===== config.mk =====
export PLATFORM = sky130hd
export DESIGN_NAME = clock_ctrl
export DESIGN_NICKNAME = d
export VERILOG_FILES = /design/src/rtl/clock_ctrl.sv
export SDC_FILE = /design/constraint.sdc
export NUM_CORES = 1
export LEC_CHECK = 0
export CORE_ASPECT_RATIO = 1.75
export CORE_UTILIZATION = 25
export DETAILED_ROUTE_END_ITERATION = 6
export PLACE_DENSITY = 0.45
export SLEW_MARGIN = 15
export SYNTH_ARGS = -nofsm -noshare
export SYNTH_HDL_FRONTEND = slang
export SYNTH_HIERARCHICAL = 1
export SYNTH_SLANG_ARGS = --single-unit
export TNS_END_PERCENT = 5

===== constraint.sdc =====
create_clock -name clk -period 3.25 [get_ports clk]
set_input_delay 0.8125 -clock clk [delete_from_list [all_inputs] [get_ports clk]]
set_output_delay 0.8125 -clock clk [all_outputs]
set_load 0.005 [all_outputs]

===== src/rtl/clock_ctrl.sv =====
// -----------------------------------------------------------------------------
// clock_ctrl
//   Run/step/halt controller for the CPU clock. Divides the board clock into a
//   50% duty-cycle clk_cpu whose half-period is programmable at runtime, and
//   offers a single-step mode driven by a debounced push-button. The CPU can
//   freeze its own clock by asserting hlt; the clock then parks low.
//
// Ports
//   clk          board clock, all registers on its rising edge
//   reset        synchronous, active-high
//   run_mode     raw switch, 1 = free-run, 0 = single-step (asynchronous)
//   step_btn     raw push-button, active-high (asynchronous, bouncy)
//   hlt          CPU halt request, synchronous to clk
//   half_period  clk cycles per clk_cpu phase (0 behaves as 1)
//   clk_cpu      CPU clock level (registered)
//   clk_rise     one-cycle strobe in the first cycle clk_cpu is 1
//   clk_fall     one-cycle strobe in the first cycle clk_cpu is 0 after high
//   halted       1 while parked low because of hlt
// -----------------------------------------------------------------------------

// Two-flop synchronizer followed by a level debouncer. The accepted level only
// flips after the synchronized input has disagreed with it for DEBOUNCE
// consecutive cycles; any agreeing cycle restarts the count.
module clock_ctrl_debounce #(
  parameter int DEBOUNCE = 250000
) (
  input  logic clk,
  input  logic reset,
  input  logic raw,
  output logic level
);
  localparam int DB_W = (DEBOUNCE > 1) ? $clog2(DEBOUNCE) : 1;
  localparam logic [DB_W-1:0] LAST = DB_W'(DEBOUNCE - 1);

  logic [1:0]      sync;
  logic [DB_W-1:0] cnt;

  always_ff @(posedge clk) begin
    if (reset) begin
      sync  <= '0;
      cnt   <= '0;
      level <= 1'b0;
    end else begin
      sync <= {sync[0], raw};
      if (sync[1] == level) begin
        cnt <= '0;
      end else if (cnt == LAST) begin
        level <= sync[1];
        cnt   <= '0;
      end else begin
        cnt <= cnt + DB_W'(1);
      end
    end
  end
endmodule

module clock_ctrl #(
  parameter int DEBOUNCE = 250000,
  parameter int CNT_W    = 32
) (
  input  logic             clk,
  input  logic             reset,
  input  logic             run_mode,
  input  logic             step_btn,
  input  logic             hlt,
  input  logic [CNT_W-1:0] half_period,
  output logic             clk_cpu,
  output logic             clk_rise,
  output logic             clk_fall,
  output logic             halted
);
  typedef enum logic {LOW = 1'b0, HIGH = 1'b1} state_t;

  state_t           state;
  logic [CNT_W-1:0] cnt;
  logic [CNT_W-1:0] hp_q;
  logic [CNT_W-1:0] hp_eff;
  logic             run_eff;
  logic             btn_lvl;
  logic             btn_lvl_d;
  logic             step_ev;
  logic             phase_done;

  clock_ctrl_debounce #(.DEBOUNCE(DEBOUNCE)) u_run_db (
    .clk   (clk),
    .reset (reset),
    .raw   (run_mode),
    .level (run_eff)
  );

  clock_ctrl_debounce #(.DEBOUNCE(DEBOUNCE)) u_step_db (
    .clk   (clk),
    .reset (reset),
    .raw   (step_btn),
    .level (btn_lvl)
  );

  assign hp_eff     = (half_period == '0) ? CNT_W'(1) : half_period;
  // hp_q is never 0, so hp_q-1 cannot underflow and cnt stays below hp_q.
  assign phase_done = (cnt == hp_q - CNT_W'(1));
  assign step_ev    = btn_lvl & ~btn_lvl_d;

  // Whenever the LOW phase is held (halt or step mode), hp_q is refreshed so
  // the phase that eventually starts counting uses the current half_period.
  always_ff @(posedge clk) begin
    if (reset) begin
      state     <= LOW;
      cnt       <= '0;
      hp_q      <= hp_eff;
      btn_lvl_d <= 1'b0;
      clk_cpu   <= 1'b0;
      clk_rise  <= 1'b0;
      clk_fall  <= 1'b0;
      halted    <= 1'b0;
    end else begin
      btn_lvl_d <= btn_lvl;
      clk_rise  <= 1'b0;
      clk_fall  <= 1'b0;
      halted    <= 1'b0;
      case (state)
        LOW: begin
          if (hlt) begin
            cnt    <= '0;
            hp_q   <= hp_eff;
            halted <= 1'b1;
          end else if (run_eff) begin
            if (phase_done) begin
              state    <= HIGH;
              cnt      <= '0;
              hp_q     <= hp_eff;
              clk_cpu  <= 1'b1;
              clk_rise <= 1'b1;
            end else begin
              cnt <= cnt + CNT_W'(1);
            end
          end else begin
            cnt  <= '0;
            hp_q <= hp_eff;
            if (step_ev) begin
              state    <= HIGH;
              clk_cpu  <= 1'b1;
              clk_rise <= 1'b1;
            end
          end
        end
        HIGH: begin
          // A high phase always completes; step events arriving now are lost.
          if (phase_done) begin
            state    <= LOW;
            cnt      <= '0;
            hp_q     <= hp_eff;
            clk_cpu  <= 1'b0;
            clk_fall <= 1'b1;
            halted   <= hlt;
          end else begin
            cnt <= cnt + CNT_W'(1);
          end
        end
        default: begin
          state   <= LOW;
          cnt     <= '0;
          clk_cpu <= 1'b0;
        end
      endcase
    end
  end
endmodule


==> reports/qor.txt, run 1 <==
RUN STATUS
-------------------------------------------------------------------------------------
Status                                                                   finished, violations left
Violated checks                                                          setup timing

WORST SETUP PATH
-------------------------------------------------------------------------------------
Biggest fanout along the worst timing path                                         11
Startpoint of the most critical register-to-register path                     hp_q[3]
CP Launch Type                                                              flip-flop
Start-to-end type of the worst setup path                                     reg2reg
Arrival @ worst endpoint                                                      3.51 ns
Critical path origin                                                          hp_q[3]
Worst path buffer plus inverter count                                               2
Type of element capturing the critical path                                 flip-flop
Slowest stage delay, CP                                                       0.54 ns
WP data required                                                              3.49 ns
Highest-delay cell along the critical path                               sky130_fd_sc_hd__or4_4
Cell chain of the critical path                                          or4_4 -> nand4bb_4 -> or3_4 -> o31ai_4 -> o2111ai_1 -> or4b_4 -> o21ai_4 -> buf_12 -> clkbuf_16 -> mux2_1
Delay-heaviest family, CP                                                simple AND/OR/NAND/NOR gates

FINAL LAYOUT
-------------------------------------------------------------------------------------
Final Net Count                                                                   781
Most common library cell in the layout ignoring fill and taps            sky130_fd_sc_hd__dfxtp_1
Summed area of non-filler cells in the final layout                      0.00745 sq mm
Ratio of cells with drive above 1 in the final layout                           0.191
Number of fillers in the final layout                                            2481
Synth-to-layout area growth                                                     29.7%
Final Util                                                                      0.329
Commonest cells after routing, fill and taps aside                       sky130_fd_sc_hd__dfxtp_1, sky130_fd_sc_hd__nor2_1, sky130_fd_sc_hd__xnor2_1, sky130_fd_sc_hd__buf_4, sky130_fd_sc_hd__clkdlybuf4s50_1
Antenna Diode Count                                                                 0

FLOORPLANNING
-------------------------------------------------------------------------------------
Starting density of the core                                                    0.254
Row cnt                                                                            73
Area of the die                                                          0.0236 sq mm
Standard cell core area                                                  0.0227 sq mm
Number of ports placed on the die boundary                                         41
DIE WIDTH                                                                 117 microns
Die height                                                                203 microns

SYNTHESIS
-------------------------------------------------------------------------------------
Share of the synthesized area in the top cell type                              0.390
Ranking of synthesized cells by area                                     sky130_fd_sc_hd__dfxtp_1, sky130_fd_sc_hd__xnor2_1, sky130_fd_sc_hd__nor2_1, sky130_fd_sc_hd__mux2_1, sky130_fd_sc_hd__xor2_1
Post-synthesis net count                                                          674
Dominant cell type by area after synthesis                               sky130_fd_sc_hd__dfxtp_1
Main synth FF type                                                       sky130_fd_sc_hd__dfxtp_1
Part of the Yosys area used for sequential elements                             0.390
Yosys synthesis warning count                                                       6
Compound-cell area share of the yosys netlist                                  0.0621
Post-Synth XOR/XNOR Area                                                        0.154
Cells after synthesis                                                             633
Mean Syn Cell Area                                                         9.08 sq um
Number of enable flip-flop cells after synthesis                                    0
Main combinational cell family by area after synthesis                   simple AND/OR/NAND/NOR gates
Post-synthesis adder-cell area fraction                                       0.00871
Synthesized flop and latch total                                                  112
Cell variety after synth                                                           63
Post-synth design cell area                                              0.00575 sq mm
Area share of and/or/nand/nor cells after synthesis                             0.286
Share of cell area taken by muxes after synthesis                              0.0681
Ys async rst share                                                                  0

GRT
-------------------------------------------------------------------------------------
First-pass GRT wire length                                                    26.0 mm
Largest net degree at the start of global routing                                  24
Total global-route track usage                                                  0.146
Antenna violations before repair                                                    0
Via count of the first global-routing pass                                       4991
Grt total ovfl                                                                      0

ROUTING
-------------------------------------------------------------------------------------
Number of nets still failing antenna checks after routing                           0
Final WL                                                                      16.0 mm
Mean routed wirelength per cell                                          15.3 microns
DR vias                                                                          4833
Number of iterations in the first detailed-routing pass                             4
Post-detailed-route via-to-cell ratio                                            4.62
Count of routing violations after the opening detailed-route iteration            158
DRC violation count after routing                                                   0

STA
-------------------------------------------------------------------------------------
Worst Clk Skew                                                              0.0123 ns
Maximum operating frequency                                                   306 MHz
Transition time of the tightest slew-check pin                               0.766 ns
Setup repair after global routing missed its margin                              true
Final period demand of the worst path                                         3.27 ns
Worst hold slack                                                             0.441 ns
Max-slew headroom                                                               0.489
Total setup violations reported at the end of the flow                             19
Total negative slack                                                        -0.176 ns
Minimum setup slack in the final design                                    -0.0218 ns
Final critical-path share of the clock period                                    1.01
Slew Viols, Final                                                                   0
Hold Vio Cnt, Final                                                                 0

CLOCKING
-------------------------------------------------------------------------------------
Clk Tree Root Cell                                                       sky130_fd_sc_hd__clkbuf_16
Cts bufs inserted                                                                   9
Number of buffers between clock root and the deepest sink                           2
Insertion delay of the later-clocked pin in the worst-skew pair               0.36 ns
Total of hold buffers inserted after clock tree synthesis                           0
Clk pin slew, worst setup/hold paths                                          0.07 ns
Count of clock tree sinks                                                         112
Maximum level of the CTS H-tree                                                     3
CTS tree                                                                         done

WORST HOLD PATH
-------------------------------------------------------------------------------------
Path category of the worst min-delay check                                    reg2reg
Launch point of the worst hold path                                      u_step_db/sync[0]

PLACE
-------------------------------------------------------------------------------------
Gp weighted congestion                                                          0.829
Placement Setup Slack                                                       -0.224 ns
Port Buffers                                                                       40
Post-detail-place hpwl                                                        12.5 mm
DP Area                                                                  0.00697 sq mm

JOB
-------------------------------------------------------------------------------------
Number of max-capacitance violations reported                                       0

POWER AND IR DROP
-------------------------------------------------------------------------------------
Peak ir drop on the vdd network                                              0.216 mV
Pleak                                                                         2.46 nW
Power density of the placed cells                                         363 mW/mm^2

-- routing by layer --
metal  global-route usage  routed length, microns  up-vias
met5                    0                       0        -
met4               0.0949                     960        0
met3               0.0170                     297       42
met2                0.272                    8870       66
met1                0.148                    5910     2268
li1                     -                       -     2457
-- final cells by class --
type | count | area (sq um) | share of cell area
Clock inverter | 7 | 45.0 | 0.00604
Sequential cell | 112 | 2250 | 0.301
Inverter | 17 | 63.8 | 0.00856
Timing Repair Buffer | 113 | 1030 | 0.138
Tap cell | 300 | 375 | 0.0504
Clock buffer | 9 | 225 | 0.0302
Multi-Input combinational cell | 487 | 3470 | 0.465
-- sequential cells by signal, indices dropped and copies added, names as in the netlist --
register and count:
u_step_db/cnt 18, u_run_db/level 1, hp_q 32, clk_rise 1, u_run_db/cnt 18, btn_lvl_d 1, u_step_db/sync 2, u_run_db/sync 2
state 1, clk_cpu 1, clk_fall 1, halted 1, cnt 32, u_step_db/level 1
-- what timing repair did --
item	in CTS	in global routing
cloned	0	2
gates resized for setup	12	13
buffers inserted	0	1
endpoints found under the setup margin	61	60
pin swaps	0	3
-- through the flow --
step,cells,total power [mW]
5_1_grt,1045,2.83
4_1_cts,1042,2.75
3_3_place_gp,1026,1.68
3_5_place_dp,1026,1.68
2_1_floorplan,633,1.54
6_report,1045,2.71
-- power breakdown --
| group | total (mW) | switching [mW] | internal (mW) |
|---|---|---|---|
| clock | 1.05 | 0.525 | 0.521 |
| sequential | 1.43 | 0.0291 | 1.40 |
| combinational | 0.235 | 0.106 | 0.129 |
| total | 2.71 | 0.660 | 2.05 |
-- path summary, 6_finish.rpt --
path	slack, ns	end	depth (start not counted)
min	0.44	u_step_db/sync[1]	1
min reg2reg	0.44	u_step_db/sync[1]	1
max	-0.02	hp_q[17]	10
max reg2reg	-0.02	hp_q[17]	10
-- Yosys cell counts, drive strengths merged, types with 2 or more instances --
master and instances:
o31ai 5, nor3b 2, and3 7, o211ai 3, nor4b 6, nor3 29
buf 9, nor4 29, xor2 28, a31oi 3, a21oi 13, clkbuf 8
ha 4, nand2 30, o2111a 2, a31o 2, dfxtp 112, xnor2 73
o311ai 2, nor2 93, or3 13, nand4 18, o21ai 15, mux2 33
nand3b 2, o21a 2, inv 17, nor2b 8, nand3 31, mux2i 2
or4 10, and4 3, or2 3, nand2b 2, nand4b 3
-- cells by family after synthesis --
group,Yosys count
adders and majority gates,4
xor gates and xnor gates,101
muxes,35
and+or+nand+nor,296
DFF,112
buffers and inverters,34
AOI/OAI and AO/OA,51
Power figures use the tool's default switching activity.
==> run 2, diff against run 1 <==
--- a/config.mk
+++ b/config.mk
@@ -8,7 +8,9 @@
 export CORE_ASPECT_RATIO = 1.75
 export CORE_UTILIZATION = 25
 export DETAILED_ROUTE_END_ITERATION = 6
+export GPL_ROUTABILITY_DRIVEN = 0
 export PLACE_DENSITY = 0.45
+export SETUP_SLACK_MARGIN = 0.5
 export SLEW_MARGIN = 15
 export SYNTH_ARGS = -nofsm -noshare
 export SYNTH_HDL_FRONTEND = slang
==> run 2 against run 1 <==
  * The flow still finishes with violations (setup timing)
  * Via count grew 0.19%
  * Combinational power shrank 3%
  * Routed wire length shrank 2.7%
  * Maximum frequency shrank 2.4%
  * Clock skew shrank 0.0024 ns
  * Sequential power is essentially flat
  * Flip-flop and latch count is the same
  * Global-route usage shrank 1.1 points
  * Die area is the same
  * Core utilization grew 0.38 points
==> reports/qor.txt, run 2 (synthesis results as in run 1) <==
POWER AND IR DROP
-------------------------------------------------------------------------------------
Pleak                                                                         2.53 nW
Peak ir drop on the vdd network                                              0.248 mV
Power density of the placed cells                                         379 mW/mm^2

RUN STATUS
-------------------------------------------------------------------------------------
Violated checks                                                          setup timing
Status                                                                   finished, violations left

CLOCKING
-------------------------------------------------------------------------------------
Cts bufs inserted                                                                   9
Number of buffers between clock root and the deepest sink                           2
Maximum level of the CTS H-tree                                                     3
Clk Tree Root Cell                                                       sky130_fd_sc_hd__clkbuf_16
Count of clock tree sinks                                                         112
Insertion delay of the later-clocked pin in the worst-skew pair               0.36 ns
Clk pin slew, worst setup/hold paths                                          0.08 ns
Total of hold buffers inserted after clock tree synthesis                           0
CTS tree                                                                         done

STA
-------------------------------------------------------------------------------------
Max-slew headroom                                                               0.507
Hold Vio Cnt, Final                                                                 0
Slew Viols, Final                                                                   0
Transition time of the tightest slew-check pin                               0.740 ns
Final period demand of the worst path                                         3.35 ns
Maximum operating frequency                                                   298 MHz
Total setup violations reported at the end of the flow                             36
Setup repair after global routing missed its margin                              true
Final critical-path share of the clock period                                    1.03
Worst Clk Skew                                                             0.00987 ns
Minimum setup slack in the final design                                     -0.103 ns

GRT
-------------------------------------------------------------------------------------
Antenna violations before repair                                                    0
Via count of the first global-routing pass                                       4831
Total global-route track usage                                                  0.135
First-pass GRT wire length                                                    24.4 mm
Grt total ovfl                                                                      0
Largest net degree at the start of global routing                                  32

WORST SETUP PATH
-------------------------------------------------------------------------------------
CP Launch Type                                                              flip-flop
Critical path origin                                                          hp_q[7]
Register-to-Register Setup Slack                                             -0.10 ns
Arrival @ worst endpoint                                                      3.60 ns
Start-to-end type of the worst setup path                                     reg2reg
R2R Path End                                                                  hp_q[4]
Type of element capturing the critical path                                 flip-flop
WP data required                                                              3.50 ns
Biggest fanout along the worst timing path                                          8
Startpoint of the most critical register-to-register path                     hp_q[7]
Capturing element of the worst setup path                                     hp_q[4]
Number of cells on the worst reg-to-reg path                                       10

ROUTING
-------------------------------------------------------------------------------------
DR vias                                                                          4842
DRC violation count after routing                                                   0
Number of nets still failing antenna checks after routing                           0
Mean routed wirelength per cell                                          15.0 microns
Number of iterations in the first detailed-routing pass                             4
Post-detailed-route via-to-cell ratio                                            4.65
Final WL                                                                      15.6 mm
Count of routing violations after the opening detailed-route iteration            184

FLOORPLANNING
-------------------------------------------------------------------------------------
Standard cell core area                                                  0.0227 sq mm
Area of the die                                                          0.0236 sq mm
Number of ports placed on the die boundary                                         41
Row cnt                                                                            73
DIE WIDTH                                                                 117 microns
Die height                                                                203 microns
Starting density of the core                                                    0.254

FINAL LAYOUT
-------------------------------------------------------------------------------------
Ratio of cells with drive above 1 in the final layout                           0.206
Footprint of the multi-input gates                                       0.00351 sq mm
Number of standard cells in the final layout excluding fillers                   1042
Final Net Count                                                                   778
Synth-to-layout area growth                                                     31.2%
Commonest cells after routing, fill and taps aside                       sky130_fd_sc_hd__dfxtp_1, sky130_fd_sc_hd__nor2_1, sky130_fd_sc_hd__xnor2_1, sky130_fd_sc_hd__buf_4, sky130_fd_sc_hd__clkdlybuf4s50_1
Top flop regs                                                            cnt x32, hp_q x32
Number of fillers in the final layout                                            2429
Sequential cell area                                                     0.00225 sq mm
Final Util                                                                      0.333
Antenna Diode Count                                                                 0
Most common library cell in the layout ignoring fill and taps            sky130_fd_sc_hd__dfxtp_1

WORST HOLD PATH
-------------------------------------------------------------------------------------
Path category of the worst min-delay check                                    reg2reg

PLACE
-------------------------------------------------------------------------------------
Post-detail-place hpwl                                                        11.8 mm
Cell total after placement                                                       1016
Port Buffers                                                                       40

JOB
-------------------------------------------------------------------------------------
Number of max-capacitance violations reported                                       0

-- run 2: worst min path at each step --
stage | depth (start not counted) | slack, ns | to | startpoint
6_report | 1 | 0.44 | u_run_db/sync[1] | u_run_db/sync[0]
5_1_grt | 1 | 0.48 | u_run_db/sync[1] | u_run_db/sync[0]
4_1_cts | 1 | 0.45 | u_run_db/sync[1] | u_run_db/sync[0]
3_5_place_dp | 1 | 0.43 | u_run_db/sync[1] | u_run_db/sync[0]
3_3_place_gp | 1 | 0.42 | u_run_db/sync[1] | u_run_db/sync[0]
2_1_floorplan | 1 | 0.41 | u_run_db/sync[1] | u_run_db/sync[0]
-- run 2: critical path: stages, from the launching register on --
cell and delay (ns):
sky130_fd_sc_hd__dfxtp_2 0.34, sky130_fd_sc_hd__or4_4 0.55, sky130_fd_sc_hd__nand4bb_4 0.26, sky130_fd_sc_hd__or3_4 0.36, sky130_fd_sc_hd__o31ai_4 0.27, sky130_fd_sc_hd__o2111ai_2 0.14
sky130_fd_sc_hd__or4b_4 0.52, sky130_fd_sc_hd__o21ai_4 0.17, sky130_fd_sc_hd__buf_12 0.15, sky130_fd_sc_hd__clkbuf_16 0.16, sky130_fd_sc_hd__mux2_2 0.32
-- run 2: per-stage QoR --
step / setup WS (ns) / cell area, sq um / setup TNS [ns] / power, mW / hold WS, ns
detailed placement: -0.133 / 6900 / -2.23 / 1.67 / 0.429
global placement: -0.115 / 6900 / -2.81 / 1.67 / 0.424
floorplan: -0.00230 / 5770 / -0.0115 / 1.55 / 0.414
global route: -0.191 / 7540 / -7.02 / 2.97 / 0.480
finish: -0.103 / 7540 / -2.61 / 2.86 / 0.445
CTS: -0.0674 / 7280 / -1.27 / 2.90 / 0.451
-- run 2: per-layer routing --
metal  track usage  up-vias  part of all wire
li1              -     2460                 -
met1         0.144     2291              0.39
met2         0.252       70              0.56
met3        0.0158       21             0.022
met4        0.0683        0             0.034
met5             0        -                 0
-- run 2: report_power, final --
group | switching (mW) | leakage [nW] | total [mW] | internal (mW)
Combinational | 0.0993 | 1.46 | 0.229 | 0.129
Clock | 0.577 | 0.156 | 1.20 | 0.623
Sequential | 0.0297 | 0.916 | 1.43 | 1.40
-- run 2: layout make-up --
cell class / count / area share
timing repair buffer: 110 / 0.135
clock buffer: 9 / 0.0299
sequential: 112 / 0.299
tap: 300 / 0.0498
multi-input combinational: 487 / 0.466
inverter: 17 / 0.00846
clock inverter: 7 / 0.0123
-- run 2: what timing repair did --
item / CTS / global route
setup endpoints to repair: 69 / 69
gates resized for setup: 15 / 30
setup buffers: 0 / 7
cloned: 0 / 3
pin swaps: 2 / 15
==> run 3, diff against run 2 <==
--- a/config.mk
+++ b/config.mk
@@ -5,6 +5,7 @@
 export SDC_FILE = /design/constraint.sdc
 export NUM_CORES = 1
 export LEC_CHECK = 0
+export CAP_MARGIN = 20
 export CORE_ASPECT_RATIO = 1.75
 export CORE_UTILIZATION = 25
 export DETAILED_ROUTE_END_ITERATION = 6
==> results of run 3 <==
The final DEF is identical to that of run 2; final timing and power are the same.
